**config.mk**
```make
export PLATFORM = sky130hd
export DESIGN_NAME = v_xfer_sched
export DESIGN_NICKNAME = d
export VERILOG_FILES = /design/src/rtl/v_sched_pkg.sv /design/src/rtl/v_prio_rr_arb.sv /design/src/rtl/v_xfer_sched.sv
export SDC_FILE = /design/constraint.sdc
export NUM_CORES = 1
export LEC_CHECK = 0
export ABC_AREA = 1
export BUFFER_PORTS_ARGS = -buffer_cell sky130_fd_sc_hd__buf_4
export CAP_MARGIN = 20
export CORE_MARGIN = 8
export CORE_UTILIZATION = 50
export CTS_CLUSTER_SIZE = 25
export DETAILED_ROUTE_END_ITERATION = 12
export GPL_ROUTABILITY_DRIVEN = 0
export PLACE_DENSITY = 0.7
export SLEW_MARGIN = 25
export SYNTH_ARGS = -nofsm -noshare
export SYNTH_HDL_FRONTEND = slang
export SYNTH_SLANG_ARGS = --single-unit
```
**constraint.sdc**
```tcl
create_clock -name clk -period 9 [get_ports clk]
set_clock_uncertainty 0.2 [all_clocks]
set_input_delay 1.8 -clock clk [delete_from_list [all_inputs] [get_ports clk]]
set_output_delay 1.8 -clock clk [all_outputs]
set_load 0.05 [all_outputs]
```
**src/rtl/v_sched_pkg.sv**
```systemverilog
// Shared types for the DMA transfer scheduler: FSM states, transfer direction
// and the in-order outstanding-burst tracker entry.
package v_sched_pkg;

    // Widest channel index a tracker entry can hold (up to 256 channels).
    localparam int CH_W_MAX = 8;

    typedef enum logic [1:0] {
        IDLE  = 2'd0,
        ARB   = 2'd1,
        OFFER = 2'd2
    } fsm_state_e;

    typedef enum logic {
        DIR_RD = 1'b0,
        DIR_WR = 1'b1
    } xfer_dir_e;

    typedef struct packed {
        logic [CH_W_MAX-1:0] ch;
        xfer_dir_e           dir;
    } trk_entry_t;

endpackage

```
**src/rtl/v_prio_rr_arb.sv**
```systemverilog
// Combinational priority arbiter: the highest prio value wins, and ties go to
// the first requester found scanning upward from rr_ptr with wrap-around.
module v_prio_rr_arb #(
    parameter int  N      = 8,
    parameter int  PRIO_W = 2,
    localparam int IDX_W  = $clog2(N)
) (
    input  logic [N-1:0]             req,
    input  logic [N-1:0][PRIO_W-1:0] prio,
    input  logic [IDX_W-1:0]         rr_ptr,
    output logic [IDX_W-1:0]         gnt_idx,
    output logic                     gnt_vld
);

    logic [PRIO_W-1:0] max_prio_s;
    logic [IDX_W-1:0]  scan_idx_s;
    int                scan_s;

    // Highest priority value among the active requesters.
    always_comb begin
        max_prio_s = '0;
        for (int i = 0; i < N; i++) begin
            if (req[i] && (prio[i] > max_prio_s)) begin
                max_prio_s = prio[i];
            end else begin
                max_prio_s = max_prio_s;
            end
        end
    end

    // First top-priority requester at or after rr_ptr, wrapping at N.
    always_comb begin
        gnt_idx    = '0;
        gnt_vld    = 1'b0;
        scan_s     = '0;
        scan_idx_s = '0;
        for (int k = 0; k < N; k++) begin
            scan_s = int'(rr_ptr) + k;
            if (scan_s >= N) begin
                scan_s = scan_s - N;
            end else begin
                scan_s = scan_s;
            end
            scan_idx_s = IDX_W'(scan_s);
            if (!gnt_vld && req[scan_idx_s] && (prio[scan_idx_s] == max_prio_s)) begin
                gnt_vld = 1'b1;
                gnt_idx = scan_idx_s;
            end else begin
                gnt_vld = gnt_vld;
            end
        end
    end

endmodule

```
**src/rtl/v_xfer_sched.sv**
```systemverilog
// DMA transfer scheduler: picks the next channel/direction, offers it over a
// valid/ready handshake and routes in-order completions back to the channel.
module v_xfer_sched
    import v_sched_pkg::*;
#(
    parameter int  CHANNEL_NUM = 8,
    parameter int  PRIO_W      = 2,
    parameter int  MAX_OUTST   = 4,
    parameter bit  WRITE_FIRST = 1'b1,
    localparam int IDX_W       = $clog2(CHANNEL_NUM),
    localparam int CNT_W       = $clog2(MAX_OUTST) + 1
) (
    input  logic                               clk,
    input  logic                               areset,
    input  logic [CHANNEL_NUM-1:0]             ch_enable_i,
    input  logic [CHANNEL_NUM-1:0][PRIO_W-1:0] ch_prior_i,
    input  logic [CHANNEL_NUM-1:0]             ch_rd_pend_i,
    input  logic [CHANNEL_NUM-1:0]             ch_wr_pend_i,
    output logic                               xfer_valid_o,
    input  logic                               xfer_ready_i,
    output logic [IDX_W-1:0]                   xfer_ch_o,
    output logic                               xfer_dir_o,
    input  logic                               done_i,
    input  logic                               resp_err_i,
    output logic                               done_valid_o,
    output logic [IDX_W-1:0]                   done_ch_o,
    output logic                               done_dir_o,
    output logic [CHANNEL_NUM-1:0]             ch_err_o,
    output logic                               proto_err_o,
    output logic [CNT_W-1:0]                   outst_cnt_o,
    output logic                               idle_o
);

    localparam int               PTR_W    = $clog2(MAX_OUTST);
    localparam logic [PTR_W-1:0] PTR_ONE  = PTR_W'(1);
    localparam logic [CNT_W-1:0] CNT_ONE  = CNT_W'(1);
    localparam logic [CNT_W-1:0] CNT_FULL = CNT_W'(MAX_OUTST);
    localparam logic [IDX_W-1:0] IDX_ONE  = IDX_W'(1);
    localparam logic [IDX_W-1:0] IDX_LAST = IDX_W'(CHANNEL_NUM - 1);

    fsm_state_e             state_r, state_nxt_s;
    logic [IDX_W-1:0]       rr_ptr_r, off_ch_r;
    xfer_dir_e              off_dir_r;
    logic                   xfer_valid_r, idle_r;

    trk_entry_t             trk_mem_r [MAX_OUTST];
    logic [PTR_W-1:0]       wr_ptr_r, rd_ptr_r, off_s;
    logic [CNT_W-1:0]       cnt_r, cnt_nxt_s;
    trk_entry_t             head_s;
    logic                   push_s, pop_s, load_s, full_s, empty_s;

    logic [CHANNEL_NUM-1:0] busy_rd_s, busy_wr_s, elig_rd_s, elig_wr_s;
    logic [CHANNEL_NUM-1:0] ch_err_r, err_set_s;
    logic [IDX_W-1:0]       rd_idx_s, wr_idx_s, sel_ch_s;
    logic                   rd_vld_s, wr_vld_s, sel_vld_s;
    xfer_dir_e              sel_dir_s;

    logic                   done_valid_r, done_dir_r, proto_err_r;
    logic [IDX_W-1:0]       done_ch_r;

    assign full_s  = (cnt_r == CNT_FULL);
    assign empty_s = (cnt_r == '0);
    assign pop_s   = done_i && !empty_s;
    assign head_s  = trk_mem_r[rd_ptr_r];

    // Mark every (channel, direction) pair that already has a burst in flight.
    always_comb begin
        busy_rd_s = '0;
        busy_wr_s = '0;
        off_s     = '0;
        for (int k = 0; k < MAX_OUTST; k++) begin
            off_s = PTR_W'(k) - rd_ptr_r;
            if ({1'b0, off_s} < cnt_r) begin
                if (trk_mem_r[k].dir == DIR_WR) begin
                    busy_wr_s[IDX_W'(trk_mem_r[k].ch)] = 1'b1;
                end else begin
                    busy_rd_s[IDX_W'(trk_mem_r[k].ch)] = 1'b1;
                end
            end else begin
                busy_rd_s = busy_rd_s;
            end
        end
    end

    assign elig_rd_s = ch_enable_i & ch_rd_pend_i & ~ch_err_r & ~busy_rd_s;
    assign elig_wr_s = ch_enable_i & ch_wr_pend_i & ~ch_err_r & ~busy_wr_s;

    v_prio_rr_arb #(.N(CHANNEL_NUM), .PRIO_W(PRIO_W)) u_arb_rd (
        .req     (elig_rd_s),
        .prio    (ch_prior_i),
        .rr_ptr  (rr_ptr_r),
        .gnt_idx (rd_idx_s),
        .gnt_vld (rd_vld_s)
    );

    v_prio_rr_arb #(.N(CHANNEL_NUM), .PRIO_W(PRIO_W)) u_arb_wr (
        .req     (elig_wr_s),
        .prio    (ch_prior_i),
        .rr_ptr  (rr_ptr_r),
        .gnt_idx (wr_idx_s),
        .gnt_vld (wr_vld_s)
    );

    // Direction choice: WRITE_FIRST breaks the tie when both sides have a winner.
    always_comb begin
        sel_vld_s = 1'b0;
        sel_ch_s  = '0;
        sel_dir_s = DIR_RD;
        if (wr_vld_s && (WRITE_FIRST || !rd_vld_s)) begin
            sel_vld_s = 1'b1;
            sel_ch_s  = wr_idx_s;
            sel_dir_s = DIR_WR;
        end else if (rd_vld_s) begin
            sel_vld_s = 1'b1;
            sel_ch_s  = rd_idx_s;
            sel_dir_s = DIR_RD;
        end else begin
            sel_vld_s = 1'b0;
        end
    end

    // Scheduler next state; OFFER is left only by handshake or channel disable.
    always_comb begin
        state_nxt_s = state_r;
        load_s      = 1'b0;
        push_s      = 1'b0;
        case (state_r)
            IDLE: begin
                if (|ch_enable_i) begin
                    state_nxt_s = ARB;
                end else begin
                    state_nxt_s = IDLE;
                end
            end
            ARB: begin
                if (!(|ch_enable_i) && empty_s) begin
                    state_nxt_s = IDLE;
                end else if (sel_vld_s && !full_s) begin
                    state_nxt_s = OFFER;
                    load_s      = 1'b1;
                end else begin
                    state_nxt_s = ARB;
                end
            end
            OFFER: begin
                if (xfer_ready_i) begin
                    state_nxt_s = ARB;
                    push_s      = 1'b1;
                end else if (!ch_enable_i[off_ch_r]) begin
                    state_nxt_s = ARB;
                end else begin
                    state_nxt_s = OFFER;
                end
            end
            default: state_nxt_s = IDLE;
        endcase
    end

    // Tracker occupancy after this cycle's push and pop.
    always_comb begin
        if (push_s && !pop_s) begin
            cnt_nxt_s = cnt_r + CNT_ONE;
        end else if (pop_s && !push_s) begin
            cnt_nxt_s = cnt_r - CNT_ONE;
        end else begin
            cnt_nxt_s = cnt_r;
        end
    end

    // An errored completion flags the owning channel of the popped entry.
    always_comb begin
        err_set_s = '0;
        if (pop_s && resp_err_i) begin
            err_set_s[IDX_W'(head_s.ch)] = 1'b1;
        end else begin
            err_set_s = '0;
        end
    end

    // Scheduler state, offered burst and round-robin pointer.
    always_ff @(posedge clk or negedge areset) begin
        if (!areset) begin
            state_r      <= IDLE;
            off_ch_r     <= '0;
            off_dir_r    <= DIR_RD;
            xfer_valid_r <= 1'b0;
            rr_ptr_r     <= '0;
            idle_r       <= 1'b0;
        end else begin
            state_r      <= state_nxt_s;
            xfer_valid_r <= (state_nxt_s == OFFER);
            idle_r       <= (state_nxt_s == IDLE) && (cnt_nxt_s == '0);
            if (load_s) begin
                off_ch_r  <= sel_ch_s;
                off_dir_r <= sel_dir_s;
            end
            if (push_s) begin
                rr_ptr_r <= (off_ch_r == IDX_LAST) ? '0 : off_ch_r + IDX_ONE;
            end
        end
    end

    // In-order outstanding-burst FIFO.
    always_ff @(posedge clk or negedge areset) begin
        if (!areset) begin
            for (int k = 0; k < MAX_OUTST; k++) begin
                trk_mem_r[k] <= '0;
            end
            wr_ptr_r <= '0;
            rd_ptr_r <= '0;
            cnt_r    <= '0;
        end else begin
            if (push_s) begin
                trk_mem_r[wr_ptr_r] <= '{ch: CH_W_MAX'(off_ch_r), dir: off_dir_r};
                wr_ptr_r            <= wr_ptr_r + PTR_ONE;
            end
            if (pop_s) begin
                rd_ptr_r <= rd_ptr_r + PTR_ONE;
            end
            cnt_r <= cnt_nxt_s;
        end
    end

    // Completion strobe and sticky error flags; a set beats a same-cycle clear.
    always_ff @(posedge clk or negedge areset) begin
        if (!areset) begin
            done_valid_r <= 1'b0;
            done_ch_r    <= '0;
            done_dir_r   <= 1'b0;
            proto_err_r  <= 1'b0;
            ch_err_r     <= '0;
        end else begin
            done_valid_r <= pop_s;
            if (pop_s) begin
                done_ch_r  <= IDX_W'(head_s.ch);
                done_dir_r <= head_s.dir;
            end
            if (done_i && empty_s) begin
                proto_err_r <= 1'b1;
            end
            ch_err_r <= err_set_s | (ch_err_r & ch_enable_i);
        end
    end

    assign xfer_valid_o = xfer_valid_r;
    assign xfer_ch_o    = off_ch_r;
    assign xfer_dir_o   = off_dir_r;
    assign done_valid_o = done_valid_r;
    assign done_ch_o    = done_ch_r;
    assign done_dir_o   = done_dir_r;
    assign ch_err_o     = ch_err_r;
    assign proto_err_o  = proto_err_r;
    assign outst_cnt_o  = cnt_r;
    assign idle_o       = idle_r;

endmodule

```
# Word level (Yosys, flattened, before mapping)
# Index checks and enable logic that the tools add are counted.
[word_totals] word_cells=377 register_bits=68
[op_classes] n_eq_ne=21 n_addsub=24 bitwise_logic=19 n_reduce_logical=84 n_lt_le_gt_ge=49 n_mux=158
[ops] cell="$mux W8" n=17
[ops] cell="$mux W3" n=29
[ops] cell="$logic_and A1 B1 Y1" n=60
[ops] cell="$and A8 B8 Y8" n=7
[ops] cell="$lt A3 B4 Y1 const B" n=14
[ops] cell="$mux W2" n=28
[ops] cell="$or A8 B8 Y8" n=7
[ops] cell="$bmux W1 S3" n=17
[ops] cell="$bmux W2 S3" n=8
[ops] cell="$mux W1" n=47
[ops] cell="$bwmux W36" n=1
[ops] cell="$eq A2 B2 Y1" n=16
[ops] cell="$ge A4 B4 Y1 const B" n=7
[ops] cell="$gt A2 B2 Y1" n=14
[ops] cell="$sub A3 B1 Y3 const B" n=9
[ops] cell="$not A8 Y8" n=3
[ops] cell="$logic_not A1 Y1" n=19
[ops] cell="$bmux W9 S2" n=1
[ops] cell="$demux W9 S2" n=1
[ops] cell="$add A3 B3 Y4 const B" n=4
[ops] cell="$demux W1 S3" n=5
[ops] cell="$ge A3 B1 Y1 const B" n=5
[ops] cell="$lt A2 B3 Y1" n=4
[ops] cell="$mux W9" n=1
[ops] cell="other kinds (19)" n=31

# Depth between registers and ports, before layout
# Gate-level depths: netlist of run 1.
[depth] word_depth=79 ltp_mapped=81

# Hierarchy
# Synthesis of run 1 repeated with hierarchy kept, for this count alone.
[hier_totals] cells_unflattened=1201 hier_area_um2=7350.8
[modules_own_cells] module="v_prio_rr_arb" area_per_inst_um2=2102.0 cells_each=376 instances=2
[modules_own_cells] module="v_xfer_sched" area_per_inst_um2=3146.8 cells_each=449 instances=1

# Worst setup path after synthesis of run 1
# OpenSTA, ideal clock, no wires.
[synth_path] path_kind="input port to flip-flop" startpoint="in ch_rd_pend_i[0]" endpoint="reg off_dir_r (netlist: xfer_dir_o)" n_path_buf=0 t_arrival_ns=9.006 path_stages=64 setup_slack_ns=-0.330 setup_ns=0.124 cell_sequence="nand3_1 o21bai_1 nor2_1 nand3_2 ha_1 a21oi_1 a21oi_1 nand2_2 nand2_1 o21ai_2 ha_1 nor2_1 nor2_1 nor2_1 nand2_1 nand2_1 nand2_1 ha_1 [... 28 more ...] ha_1 a21oi_1 a21oi_1 nand2_1 inv_1 nand2_1 nand2_4 xor2_1 a21oi_2 nand3_2 nand3_2 nor2_4 nand4_4 nor2_4 nand2_4 nand3_4 nor2_2 o21bai_1"
[synth_via] elab_chain_cells=63 word_cells_on_any_way=86 classes_between="7 x order compare; 8 x eq/ne; 37 x mux; 3 x bitwise; 31 x reduce/logical"
[synth_lines] element="start, declared" line_no="v_xfer_sched.sv:17" text="input logic [CHANNEL_NUM-1:0] ch_rd_pend_i,"
[synth_lines] element="$and A8 B8 Y8 * (3 in a row)" line_no="v_xfer_sched.sv:85" text="assign elig_rd_s = ch_enable_i & ch_rd_pend_i & ~ch_err_r & ~busy_rd_s;"
[synth_lines] element="$logic_and A1 B1 Y1" line_no="v_prio_rr_arb.sv:23" text="if (req[i] && (prio[i] > max_prio_s)) begin"
[synth_lines] element="$mux W2" line_no="v_prio_rr_arb.sv:23"
[synth_lines] element="$gt A2 B2 Y1" line_no="v_prio_rr_arb.sv:23"
[synth_lines] element="$logic_and A1 B1 Y1" line_no="v_prio_rr_arb.sv:23"
[synth_lines] element="$mux W2" line_no="v_prio_rr_arb.sv:23"
[synth_lines] element="$gt A2 B2 Y1" line_no="v_prio_rr_arb.sv:23"
[synth_lines] element="$logic_and A1 B1 Y1" line_no="v_prio_rr_arb.sv:23"
[synth_lines] element="[... 44 more ...]"
[synth_lines] element="$logic_and A1 B1 Y1 (2 in a row)" line_no="v_prio_rr_arb.sv:45" text="if (!gnt_vld && req[scan_idx_s] && (prio[scan_idx_s] == max_prio_s)) begin"
[synth_lines] element="$mux W1 *" line_no="v_prio_rr_arb.sv:45"
[synth_lines] element="$mux W1 *" line_no="v_xfer_sched.sv:113" text="end else if (rd_vld_s) begin"
[synth_lines] element="$mux W1 *" line_no="v_xfer_sched.sv:109" text="if (wr_vld_s && (WRITE_FIRST || !rd_vld_s)) begin"
[synth_lines] element="$logic_and A1 B1 Y1 *" line_no="v_xfer_sched.sv:138" text="end else if (sel_vld_s && !full_s) begin"
[synth_lines] element="$mux W1 *" line_no="v_xfer_sched.sv:138"
[synth_lines] element="$mux W1 *" line_no="v_xfer_sched.sv:136" text="if (!(|ch_enable_i) && empty_s) begin"
[synth_lines] element="$mux W1 *" line_no="v_xfer_sched.sv:127" text="case (state_r)"
[synth_lines] element="end signal, assigned" line_no="v_xfer_sched.sv:195" text="off_dir_r <= sel_dir_s;"
[synth_lines] element="end, declared" line_no="v_xfer_sched.sv:43" text="xfer_dir_e off_dir_r;"
# Every way passes the cells marked *; elsewhere a longest branch is shown, timed or not. The select of a mux whose other input is x is not followed.
# A chain may end at the register's enable or synchronous reset.

# Worst setup path after layout of run 1
[layout_path] startpoint="in ch_enable_i[0]" endpoint="reg off_dir_r (netlist: xfer_dir_o)"
[layout_via] elab_chain_cells=63 word_cells_on_any_way=170 classes_between="14 x order compare; 16 x eq/ne; 70 x mux; 6 x bitwise; 64 x reduce/logical"
[layout_lines] element="start, declared" line_no="v_xfer_sched.sv:15" text="input logic [CHANNEL_NUM-1:0] ch_enable_i,"
[layout_lines] element="$and A8 B8 Y8 (3 in a row)" line_no="v_xfer_sched.sv:85"
[layout_lines] element="$logic_and A1 B1 Y1" line_no="v_prio_rr_arb.sv:23"
[layout_lines] element="$mux W2" line_no="v_prio_rr_arb.sv:23"
[layout_lines] element="$gt A2 B2 Y1" line_no="v_prio_rr_arb.sv:23"
[layout_lines] element="$logic_and A1 B1 Y1" line_no="v_prio_rr_arb.sv:23"
[layout_lines] element="$mux W2" line_no="v_prio_rr_arb.sv:23"
[layout_lines] element="$gt A2 B2 Y1" line_no="v_prio_rr_arb.sv:23"
[layout_lines] element="$logic_and A1 B1 Y1" line_no="v_prio_rr_arb.sv:23"
[layout_lines] element="[... 44 more ...]"
[layout_lines] element="$logic_and A1 B1 Y1 (2 in a row)" line_no="v_prio_rr_arb.sv:45"
[layout_lines] element="$mux W1" line_no="v_prio_rr_arb.sv:45"
[layout_lines] element="$mux W1" line_no="v_xfer_sched.sv:113"
[layout_lines] element="$mux W1" line_no="v_xfer_sched.sv:109"
[layout_lines] element="$logic_and A1 B1 Y1" line_no="v_xfer_sched.sv:138"
[layout_lines] element="$mux W1" line_no="v_xfer_sched.sv:138"
[layout_lines] element="$mux W1" line_no="v_xfer_sched.sv:136"
[layout_lines] element="$mux W1" line_no="v_xfer_sched.sv:127"
# Several ways; a longest one is shown, not always the timed one. The select of a mux whose other input is x is not followed.

==> flow_summary_export.csv, run 1 <==
group,metric,value,unit
synth,synth.most_common_cell,"nand2_1",
clock_network,clock_path_buffers,2,
grt,met2_usage,48.92,%
clock_network,worstSkewPairLatency,290,ps
timing,rsz0062_at_grt,"true",
routing,drt-total-wl,26860,um
place,dpl.cell_count,1476,
worst_hold_path,min_from,"proto_err_o$_DFFE_PN0P_",
worst_hold_path,hold_depth,1,
cells_and_area,final_cells,1574,
setup_path,critPathKind,"in2reg",
grt,antenna_found_initial,0,
clock_network,cts_buffers,5,
floorplanning,core,13670,um^2
routing,vias,8927,
worst_hold_path,worstHoldEndpoint,"proto_err_o$_DFFE_PN0P_",
floorplanning,die_area,17720,um^2
timing,slew_headroom,41.66,%
cells_and_area,nFillCells,1148,
clock_network,cts_tree,"built",
job,cap_violations,0,
setup_path,r2r_slack,-550,ps
setup_path,slowest_delay,300,ps
timing,tightest_slew,875.2,ps
synth,synth_top_area_share,17.51,%
setup_path,worstPathArrival,9920,ps
routing,drc,0,
clock_network,htreeDepth,2,
routing,ant_nets,0,
synth,synth_top_area_cell,"dfrtp_1",
setup_path,crit_slowest_cell,"ha_4",
timing,setup_slack,-946.8,ps
grt,grt_usage,28.28,%
cells_and_area,area_delta_synth_final,42.23,%
synth,syn_area,6859,um^2
place,hpwl,19060,um
timing,setup_viol,8,
floorplanning,die_height,133.1,um
cells_and_area,drive_gt1_share,35.22,%
synth,synthAdderAreaFrac,6.385,%
floorplanning,start_util,50.19,%
setup_path,cp-start-kind,"input pin",
cells_and_area,regArea,1201,um^2
cells_and_area,postLayoutCellArea,9756,um^2
setup_path,worst_ep_required_time,8980,ps
synth,postSynthAreaPerCell,5.954,um^2
synth,ys_async_sr_fraction,100.0,%
setup_path,end_kind,"flop",
cells_and_area,antenna_cells,0,
floorplanning,die_x,133.1,um
timing,fin_crit_sh,110.5,%
synth,synth_mux_area_share,2.335,%
routing,vias_per_cell,5.672,
timing,final_max_slew_viol_count,0,
synth,synth-edff-count,0,
setup_path,path_max_fanout,6,
setup_path,reg2reg_depth,71,
synth,ys.flop_type,"dfrtp_1",
grt,grt.overflow.total,0,
timing,fmax,0.1005,GHz
routing,first_pass_iters,6,
cells_and_area,multi_input_area,5585,um^2
grt,grt_busiest_layer,"met2",
floorplanning,std_cell_rows,43,
synth,synth_xor_area_share,2.043,%
synth,synth_cell_types,57,
place,io_buffers,67,
timing,hold_slack,298.4,ps
synth,netlist_top_cells_count,"nand2_1, inv_1, nor2_1, nand3_1, o21ai_0",
place,dp_slack,-1207,ps
clock_network,clock-sinks,48,
status,violations,"negative setup slack",
synth,ys_seq_area_share,17.51,%
grt,grt_max_degree,49,
synth,synth_seq_cells,48,
setup_path,r2r_end,"xfer_dir_o$_DFFE_PN0P_",
clock_network,cts-root-buf,"clkbuf_16",
synth,synth_nets,1232,
floorplanning,io_pins,68,
grt,met3_usage,4.593,%
synth,synth_area_leaders,"dfrtp_1, nand2_1, nand3_1, inv_1, o21ai_0",
grt,grt_util_met1,33.44,%
synth,netlist_instances,1152,
grt,grt_pass1_wl,41540,um
status,status,"complete, but fails checks",
synth,synth_simple_gate_area_share,46.95,%
timing,finalHoldViolCount,0,
place,post_dp_cell_area,8318,um^2
worst_hold_path,hold_path_class,"reg2reg",
cells_and_area,nets,1473,
routing,wl_per_cell,17.07,um
synth,ys_warn_count,0,
setup_path,rr_startpoint,"rd_ptr_r[1]$_DFFE_PN0P_",
clock_network,cts.clk_slew.worst_paths,70,ps
synth,synth_top_family_by_area,"simple AND/OR/NAND/NOR gates",
clock_network,hold_buffers,0,
synth,synth_compound_area_share,14.48,%
setup_path,critPathMostFrequentCell,"nand2_2",
timing,period_minus_slack,9947,ps
routing,drt_iter0_markers,860,
grt,grt_pass1_vias,8521,
## state kept, by name, summed over array words and instances (netlist names), 2 cells and up
signal       flops
trk_mem_r       16
ch_err_o         8
done_ch_o        3
outst_cnt_o      3
rr_ptr_r         3
xfer_ch_o        3
rd_ptr_r         2
state_r          2
wr_ptr_r         2
## stage by stage
step	util (%)	TNS [ps]
final	71.39	-7291
after global placement	60.81	-8096
after CTS	67.87	-3409
after detailed placement	60.87	-8967
after floorplan	-	-321.4
after global routing	71.39	-10810
## logic make-up after synthesis
family | count (synthesis)
AND/OR/NAND/NOR | 684
buffers and inverters | 182
AO/OA/AOI/OAI | 171
flip-flops | 48
adder cells (fa/ha/maj) | 35
XOR/XNOR | 16
multiplexers | 16
## final cells by class
cell class	instances	area share, %
Sequential cell	48	12.31
Multi-Input combinational cell	922	57.25
Timing Repair Buffer	261	20.47
Clock buffer	6	1.424
Tap cell	180	2.309
Inverter	155	6.092
Clock inverter	2	0.1411
## what timing repair did
| action | in CTS | in global routing |
|---|---|---|
| pin swaps | 57 | 89 |
| gates resized for setup | 53 | 94 |
| setup endpoints to repair | 8 | 8 |
| buffers inserted | 79 | 16 |
| gates cloned | 0 | 0 |
## worst max-delay path by stage
stage | start | endpoint | slack, ps | depth (start not counted)
floorplan | ch_rd_pend_i[0] | xfer_dir_o$_DFFE_PN0P_ | -100 | 64
global placement | ch_enable_i[0] | xfer_ch_o[1]$_DFFE_PN0P_ | -1100 | 70
detailed placement | ch_enable_i[0] | xfer_ch_o[2]$_DFFE_PN0P_ | -1210 | 70
CTS | ch_enable_i[0] | xfer_ch_o[1]$_DFFE_PN0P_ | -500 | 70
global route | ch_enable_i[0] | xfer_dir_o$_DFFE_PN0P_ | -1390 | 66
finish | ch_enable_i[0] | xfer_dir_o$_DFFE_PN0P_ | -950 | 65
## placed cells by master, fill, tap and decap left out, types with 7 or more instances in the layout
cell type and n:
nor3_1 19, nor2_1 107, nand2_2 47, o21ai_0 91
ha_4 9, nand4_1 19, a21oi_1 14, mux2i_1 16
nand2_4 15, buf_6 8, ha_1 26, nor2_4 11
inv_1 124, o21a_1 7, o21ai_1 9, nor2_2 23
nand3_4 9, nand3_2 34, nand2_1 273, dfrtp_1 48
buf_4 252, inv_2 25, nand3_1 99, a21oi_2 14
xor2_1 12, o22ai_1 7
## per-layer routing
metal | part of all wire, % | vias to the layer above
met5 | 0 | -
met4 | 5.3 | 0
met3 | 7.0 | 146
met2 | 48 | 457
met1 | 40 | 4057
li1 | - | 4267
## critical path, delay by kind of cell
kind / cells / cell delay [ps]
and+or+nand+nor: 37 / 4220
adders and majority gates: 7 / 1650
AOI/OAI and AO/OA: 12 / 1460
buffers and inverters: 9 / 810
Power of run 1 is not shown: default switching activity piles up to over one toggle a cycle in this logic, so the estimate is an artifact.
==> run 2, diff against run 1 <==
--- a/config.mk
+++ b/config.mk
@@ -6,15 +6,15 @@
 export NUM_CORES = 1
 export LEC_CHECK = 0
 export ABC_AREA = 1
-export BUFFER_PORTS_ARGS = -buffer_cell sky130_fd_sc_hd__buf_4
-export CAP_MARGIN = 20
 export CORE_MARGIN = 8
 export CORE_UTILIZATION = 50
 export CTS_CLUSTER_SIZE = 25
 export DETAILED_ROUTE_END_ITERATION = 12
+export DONT_BUFFER_PORTS = 1
 export GPL_ROUTABILITY_DRIVEN = 0
-export PLACE_DENSITY = 0.7
+export PLACE_DENSITY = 0.66
 export SLEW_MARGIN = 25
 export SYNTH_ARGS = -nofsm -noshare
 export SYNTH_HDL_FRONTEND = slang
+export SYNTH_HIERARCHICAL = 1
 export SYNTH_SLANG_ARGS = --single-unit
==> flow_summary_export.csv, run 2 <==
group,metric,value,unit
timing,setup_viol,8,
cells_and_area,area_delta_synth_final,33.46,%
setup_path,crit_slowest_cell,"ha_1",
worst_hold_path,hold_path_class,"reg2reg",
synth,synth_nets,1283,
cells_and_area,largest_reg_flops,16,
clock_network,clock-sinks,48,
synth,netlist_top_cells_count,"nand2_1, inv_1, o21ai_0, nand3_1, nor2_1",
cells_and_area,nFillCells,1290,
timing,setup_slack,-699.3,ps
synth,synth_cell_types,46,
cells_and_area,final_cell_mix,"nand2_1, buf_4, inv_1",
place,io_buffers,0,
setup_path,cp-start-kind,"input pin",
pwr,p_total,0.004399,W
clock_network,clock_path_buffers,2,
pwr,leakagePower,4.863,nW
job,cap_violations,0,
pwr,powerDensity,448.4,nW/um^2
pwr,ir_drop,0.2248,mV
clock_network,htreeDepth,2,
place,hpwl,19350,um
synth,synth_top_area_share,17.00,%
floorplanning,start_util,50.96,%
synth,ys_warn_count,6,
setup_path,worstPathArrival,9670,ps
cells_and_area,regArea,1202,um^2
cells_and_area,final_cells,1570,
routing,wl_per_cell,16.87,um
cells_and_area,regMostFlops,"trk_mem_r",
floorplanning,die_area,18840,um^2
clock_network,worstSkewPairLatency,290,ps
floorplanning,io_pins,68,
timing,period_minus_slack,9699,ps
synth,postSynthAreaPerCell,6.121,um^2
routing,drt_iter0_markers,671,
clock_network,cts-root-buf,"clkbuf_16",
floorplanning,core,14420,um^2
synth,ys.flop_type,"dfrtp_1",
synth,synth-edff-count,0,
status,status,"complete, but fails checks",
floorplanning,die_x,137.3,um
grt,grt_usage,26.74,%
grt,grt_pass1_wl,40370,um
status,violations,"negative setup slack",
cells_and_area,drive_gt1_share,30.30,%
grt,grt_pass1_vias,8161,
grt,antenna_found_initial,0,
routing,ant_nets,0,
setup_path,path_max_fanout,5,
routing,vias_per_cell,5.584,
synth,ys_async_sr_fraction,100.0,%
synth,synth_area_leaders,"nand2_1, dfrtp_1, o21ai_0, inv_1, nand3_1",
routing,vias,8767,
clock_network,cts_tree,"built",
synth,netlist_instances,1201,
cells_and_area,antenna_cells,0,
cells_and_area,final_common_cell,"nand2_1",
timing,fmax,0.1031,GHz
setup_path,slowest_delay,300,ps
grt,grt_max_degree,75,
place,dpl.cell_count,1478,
cells_and_area,multi_input_area,5996,um^2
timing,final_max_slew_viol_count,0,
timing,slew_headroom,37.09,%
floorplanning,std_cell_rows,44,
routing,drc,0,
synth,ys_seq_area_share,16.34,%
setup_path,worst_ep_required_time,8980,ps
setup_path,end_kind,"flop",
cells_and_area,postLayoutCellArea,9811,um^2
setup_path,critPathKind,"in2reg",
floorplanning,die_height,137.3,um
setup_path,critPathMostFrequentCell,"nand2_2",
timing,tightest_slew,940.4,ps
routing,first_pass_iters,6,
synth,syn_area,7351,um^2
clock_network,cts.clk_slew.worst_paths,60,ps
timing,fin_crit_sh,107.8,%
cells_and_area,nets,1467,
clock_network,hold_buffers,0,
clock_network,cts_buffers,5,
synth,synth_seq_cells,48,
timing,rsz0062_at_grt,"true",
synth,synth.most_common_cell,"nand2_1",
place,post_dp_cell_area,8479,um^2
grt,grt.overflow.total,0,
timing,finalHoldViolCount,0,
synth,synth_top_area_cell,"nand2_1",
routing,drt-total-wl,26480,um
run 2: cell count changes after synthesis, moves of 9 or more:
cell,before,now
nand2_1,316,333
buf_2,4,14
inv_1,133,153
nand3_1,121,108
o21ai_0,95,118
inv_2,20,8
nor2_2,13,3
nor2_1,122,104
mux2i_1,16,50
nor3_1,22,31
run 2: report_power, final:
group | switching [W] | internal, W
logic | 0.00213 | 0.00161
registers | 0.000190 | 0.000295
clock network | 0.0000757 | 0.000103
run 2: what timing repair did:
| action | 4_1_cts | 5_1_grt |
|---|---|---|
| setup endpoints to repair | 8 | 8 |
| cloned | 2 | 0 |
| buffers inserted | 69 | 15 |
| pin swaps | 78 | 90 |
| resized for setup | 48 | 87 |
run 2: kinds of logic after synthesis:
| kind of cell | after synthesis | synth area share, % |
|---|---|---|
| flip-flops | 48 | 16.34 |
| buffers and inverters | 193 | 10.69 |
| XOR/XNOR | 12 | 1.634 |
| adder cells (fa/ha/maj) | 37 | 6.298 |
| multiplexers | 54 | 7.421 |
| AND/OR/NAND/NOR | 678 | 44.26 |
| AO/OA/AOI/OAI | 179 | 13.36 |
run 2: stage by stage:
step	utilization (%)	setup slack (ps)	setup TNS (ps)	hold WS (ps)
2_1_floorplan	-	-228.4	-1412	259.9
3_3_place_gp	58.79	-896.2	-6792	274.8
3_5_place_dp	58.79	-1067	-7931	283.4
4_1_cts	64.52	-358.2	-2494	298.8
5_1_grt	68.02	-1105	-8314	331.5
6_report	68.02	-699.3	-5133	304.5
run 2: worst paths after layout:
| check | from | end | slack, ps | cells past startpoint |
|---|---|---|---|---|
| max in group asynchronous | areset | rr_ptr_r[0]$_DFFE_PN0P_ | 7490 | 0 |
| max | ch_enable_i[0] | xfer_ch_o[2]$_DFFE_PN0P_ | -700 | 69 |
| min in group asynchronous | areset | outst_cnt_o[1]$_DFF_PN0_ | 1000 | 0 |
| min | rr_ptr_r[0]$_DFFE_PN0P_ | rr_ptr_r[0]$_DFFE_PN0P_ | 300 | 2 |
| min reg2reg | rr_ptr_r[0]$_DFFE_PN0P_ | rr_ptr_r[0]$_DFFE_PN0P_ | 300 | 2 |
| max reg2reg | rd_ptr_r[1]$_DFFE_PN0P_ | xfer_ch_o[2]$_DFFE_PN0P_ | -510 | 75 |
run 2: worst max-delay path, delay by kind of cell:
kind	cells	cell delay, ps
and+or+nand+nor	44	4230
adders and majority gates	7	1670
AOI/OAI and AO/OA	9	1270
buffers and inverters	9	690
run 2: metal layers:
metal / share of wire, % / GRT usage (%)
met1: 41 / 31.76
met2: 47 / 45.46
met3: 7.4 / 4.996
met4: 4.7 / 13.04
met5: 0 / 0
run 2: final cells by class:
class                   instances  area share [%]
inverters                     164           6.581
multi-input cells             961           61.11
repair inverters                1         0.03826
repair buffers                204           16.26
well taps                     184           2.347
clock inverters                 1         0.05101
clock buffers                   7           1.352
flip-flops and latches         48           12.26
Power figures use the tool's default switching activity.
==> run 3, diff against run 2 <==
--- a/config.mk
+++ b/config.mk
@@ -5,7 +5,6 @@
 export SDC_FILE = /design/constraint.sdc
 export NUM_CORES = 1
 export LEC_CHECK = 0
-export ABC_AREA = 1
 export CORE_MARGIN = 8
 export CORE_UTILIZATION = 50
 export CTS_CLUSTER_SIZE = 25
==> flow_summary_export.csv, run 3 <==
group,metric,value,unit
status,status,"complete, but fails checks",
status,violations,"negative setup slack",
routing,dr_wl_met2,12900,um
pwr,clockPowerShare,4.8,%
pwr,intPower,0.002389,W
grt,grt_pass1_wl,39500,um
worst_hold_path,hold_depth,2,
synth,ys_seq_area_share,16.72,%
cells_and_area,area_delta_synth_final,33.29,%
floorplanning,die_x,135.9,um
setup_path,cp_top_family,"compound AO/OA/AOI/OAI gates",
synth,synth_cell_types,91,
synth,synth_compound_area_share,27.33,%
pwr,p_total,0.004714,W
synth,synth_simple_gate_area_share,27.12,%
setup_path,worstPathArrival,11680,ps
synth,netlist_top_cells_count,"nand2_1, o21ai_0, nor2_1, dfrtp_1, ha_1",
setup_path,critPathKind,"in2reg",
timing,fmax,0.08544,GHz
floorplanning,die_height,135.9,um
setup_path,reg2reg_depth,61,
synth,synth.most_common_cell,"nand2_1",
pwr,switching_share,49.33,%
synth,synth_seq_cells,48,
cells_and_area,drive_gt1_share,37.18,%
routing,ant_nets,0,
worst_hold_path,worstHoldEndpoint,"ch_err_o[3]$_DFF_PN0_",
synth,netlist_instances,895,
timing,tightest_slew,978.1,ps
timing,setup_tns,-18450,ps
setup_path,r2r_slack,-2510,ps
pwr,seqPwrFrac,9.6,%
clock_network,cts_buffers,5,
timing,finalHoldViolCount,0,
setup_path,path_max_fanout,6,
grt,grt.overflow.total,0,
routing,drc,0,
synth,synth_area_leaders,"dfrtp_1, nand2_1, ha_1, mux2_2, mux2i_1",
floorplanning,io_pins,68,
synth,synthAdderAreaFrac,6.445,%
job,cap_violations,0,
cells_and_area,nFillCells,1147,
setup_path,end_kind,"flop",
synth,ys_warn_count,6,
routing,vias,8056,
setup_path,cp-start-kind,"input pin",
cells_and_area,final_cell_mix,"buf_4, nand2_1, o21ai_0",
cells_and_area,regMostFlops,"trk_mem_r",
clock_network,clock_path_buffers,2,
place,hpwl,18910,um
clock_network,worstSkewPairLatency,290,ps
floorplanning,start_util,50.38,%
clock_network,cts_tree,"built",
setup_path,critPathMostFrequentCell,"ha_4",
timing,fin_crit_sh,130.0,%
synth,synth_top_family_by_area,"compound AO/OA/AOI/OAI gates",
grt,grt_pass1_vias,7849,
synth,synth_top_area_share,16.72,%
timing,final_max_slew_viol_count,0,
grt,antenna_found_initial,0,
timing,period_minus_slack,11700,ps
setup_path,crit_slowest_cell,"o32a_1",
grt,grt_usage,26.12,%
pwr,power.switching,0.002326,W
timing,slew_headroom,34.67,%
timing,rsz0062_at_grt,"true",
pwr,power_frac_comb,85.6,%
routing,wl_met3,1422,um
worst_hold_path,hold_path_class,"reg2reg",
routing,wl_per_cell,20.18,um
routing,routedLengthMet1,10080,um
clock_network,htreeDepth,2,
synth,synth_xor_area_share,3.170,%
routing,drt-total-wl,25200,um
cells_and_area,final_common_cell,"buf_4",
pwr,powerDensity,492.4,nW/um^2
floorplanning,die_area,18460,um^2
place,io_buffers,0,
place,dp_slack,-3134,ps
timing,setup_viol,7,
synth,postSynthAreaPerCell,8.026,um^2
synth,ys.flop_type,"dfrtp_1",
timing,hold_slack,330.5,ps
setup_path,r2r_end,"xfer_ch_o[1]$_DFFE_PN0P_",
worst_hold_path,min_from,"ch_err_o[3]$_DFF_PN0_",
clock_network,clock-sinks,48,
grt,grt_max_degree,49,
cells_and_area,largest_reg_flops,16,
floorplanning,core,14260,um^2
synth,synth_nets,977,
setup_path,worst_ep_required_time,8970,ps
timing,setup_slack,-2704,ps
routing,first_pass_iters,5,
synth,ys_async_sr_fraction,100.0,%
cells_and_area,nets,1146,
routing,vias_per_cell,6.450,
pwr,ir_drop,0.3058,mV
synth,synth-edff-count,0,
routing,top_layer,"met4",
setup_path,slowest_delay,370,ps
synth,synth_mux_area_share,14.32,%
clock_network,cts.clk_slew.worst_paths,70,ps
clock_network,cts-root-buf,"clkbuf_16",
routing,drt_iter0_markers,675,
setup_path,rr_startpoint,"rd_ptr_r[1]$_DFFE_PN0P_",
synth,synth_top_area_cell,"dfrtp_1",
pwr,leakagePower,4.127,nW
setup_path,path_buf_inv,5,
cells_and_area,antenna_cells,0,
floorplanning,std_cell_rows,44,
synth,syn_area,7183,um^2
run 3: cell count changes after synthesis, sizes merged, moves of 25 or more:
cell    before  now
inv        161   37
nor2       117   59
nand4       29    4
o21ai      129   74
nand3      135   26
nand2      349  129
mux2         4   36
nand2b       0   29
run 3: worst max path at each step:
stage | startpoint | endpoint | depth (start not counted)
2_1_floorplan | ch_enable_i[0] | xfer_dir_o$_DFFE_PN0P_ | 53
3_3_place_gp | ch_enable_i[0] | xfer_ch_o[2]$_DFFE_PN0P_ | 55
3_5_place_dp | ch_enable_i[0] | xfer_ch_o[1]$_DFFE_PN0P_ | 54
4_1_cts | ch_enable_i[0] | xfer_ch_o[1]$_DFFE_PN0P_ | 55
5_1_grt | ch_enable_i[0] | xfer_ch_o[1]$_DFFE_PN0P_ | 56
6_report | ch_enable_i[0] | xfer_ch_o[1]$_DFFE_PN0P_ | 56
run 3: what timing repair did:
| item | CTS | global route |
|---|---|---|
| resized for setup | 27 | 46 |
| setup buffers | 15 | 18 |
| pin swaps | 20 | 44 |
| hold buffers | 0 | 0 |
| setup endpoints to repair | 7 | 7 |
run 3: tightest hold or removal path: stages, from the launching register on:
cell and delay (ps):
dfrtp_1 370, nand2_1 60, o31ai_1 60
run 3: metrics by stage:
step | util (%) | cell area, um^2 | instances
after global placement | 61.28 | 8738 | 1211
after detailed placement | 61.28 | 8738 | 1211
final | 67.15 | 9574 | 1249
after CTS | 64.45 | 9190 | 1233
after floorplan | - | 7436 | 895
after global routing | 67.15 | 9574 | 1249
run 3: kinds of logic after synthesis:
| logic type | count (synthesis) |
|---|---|
| AO/OA/AOI/OAI | 255 |
| XOR/XNOR | 26 |
| multiplexers | 82 |
| buffers and inverters | 78 |
| flip-flops | 48 |
| adder cells (fa/ha/maj) | 37 |
| AND/OR/NAND/NOR | 369 |
run 3: final cells by class:
cell class              count  area [um^2]  area share [%]
multi-input cells         769         6270           65.49
repair buffers            199         1530           15.98
flip-flops and latches     48         1202           12.56
well taps                 184        230.2           2.405
inverters                  41        158.9           1.660
clock buffers               7        152.6           1.594
clock inverters             1        30.03          0.3136
run 3: routing by layer:
metal	vias up	global-route usage (%)
li1	3677	-
met1	3947	30.88
met2	361	47.50
met3	71	2.919
met4	0	9.579
met5	-	0
run 3: power groups by stage:
stage / combinational [W] / sequential (W) / clock (W)
2_1_floorplan: 0.00236 / 0.000503 / 0
4_1_cts: 0.00376 / 0.000452 / 0.000229
3_3_place_gp: 0.00343 / 0.000451 / 0
6_report: 0.00403 / 0.000453 / 0.000227
3_5_place_dp: 0.00355 / 0.000456 / 0
5_1_grt: 0.00432 / 0.000467 / 0.000234
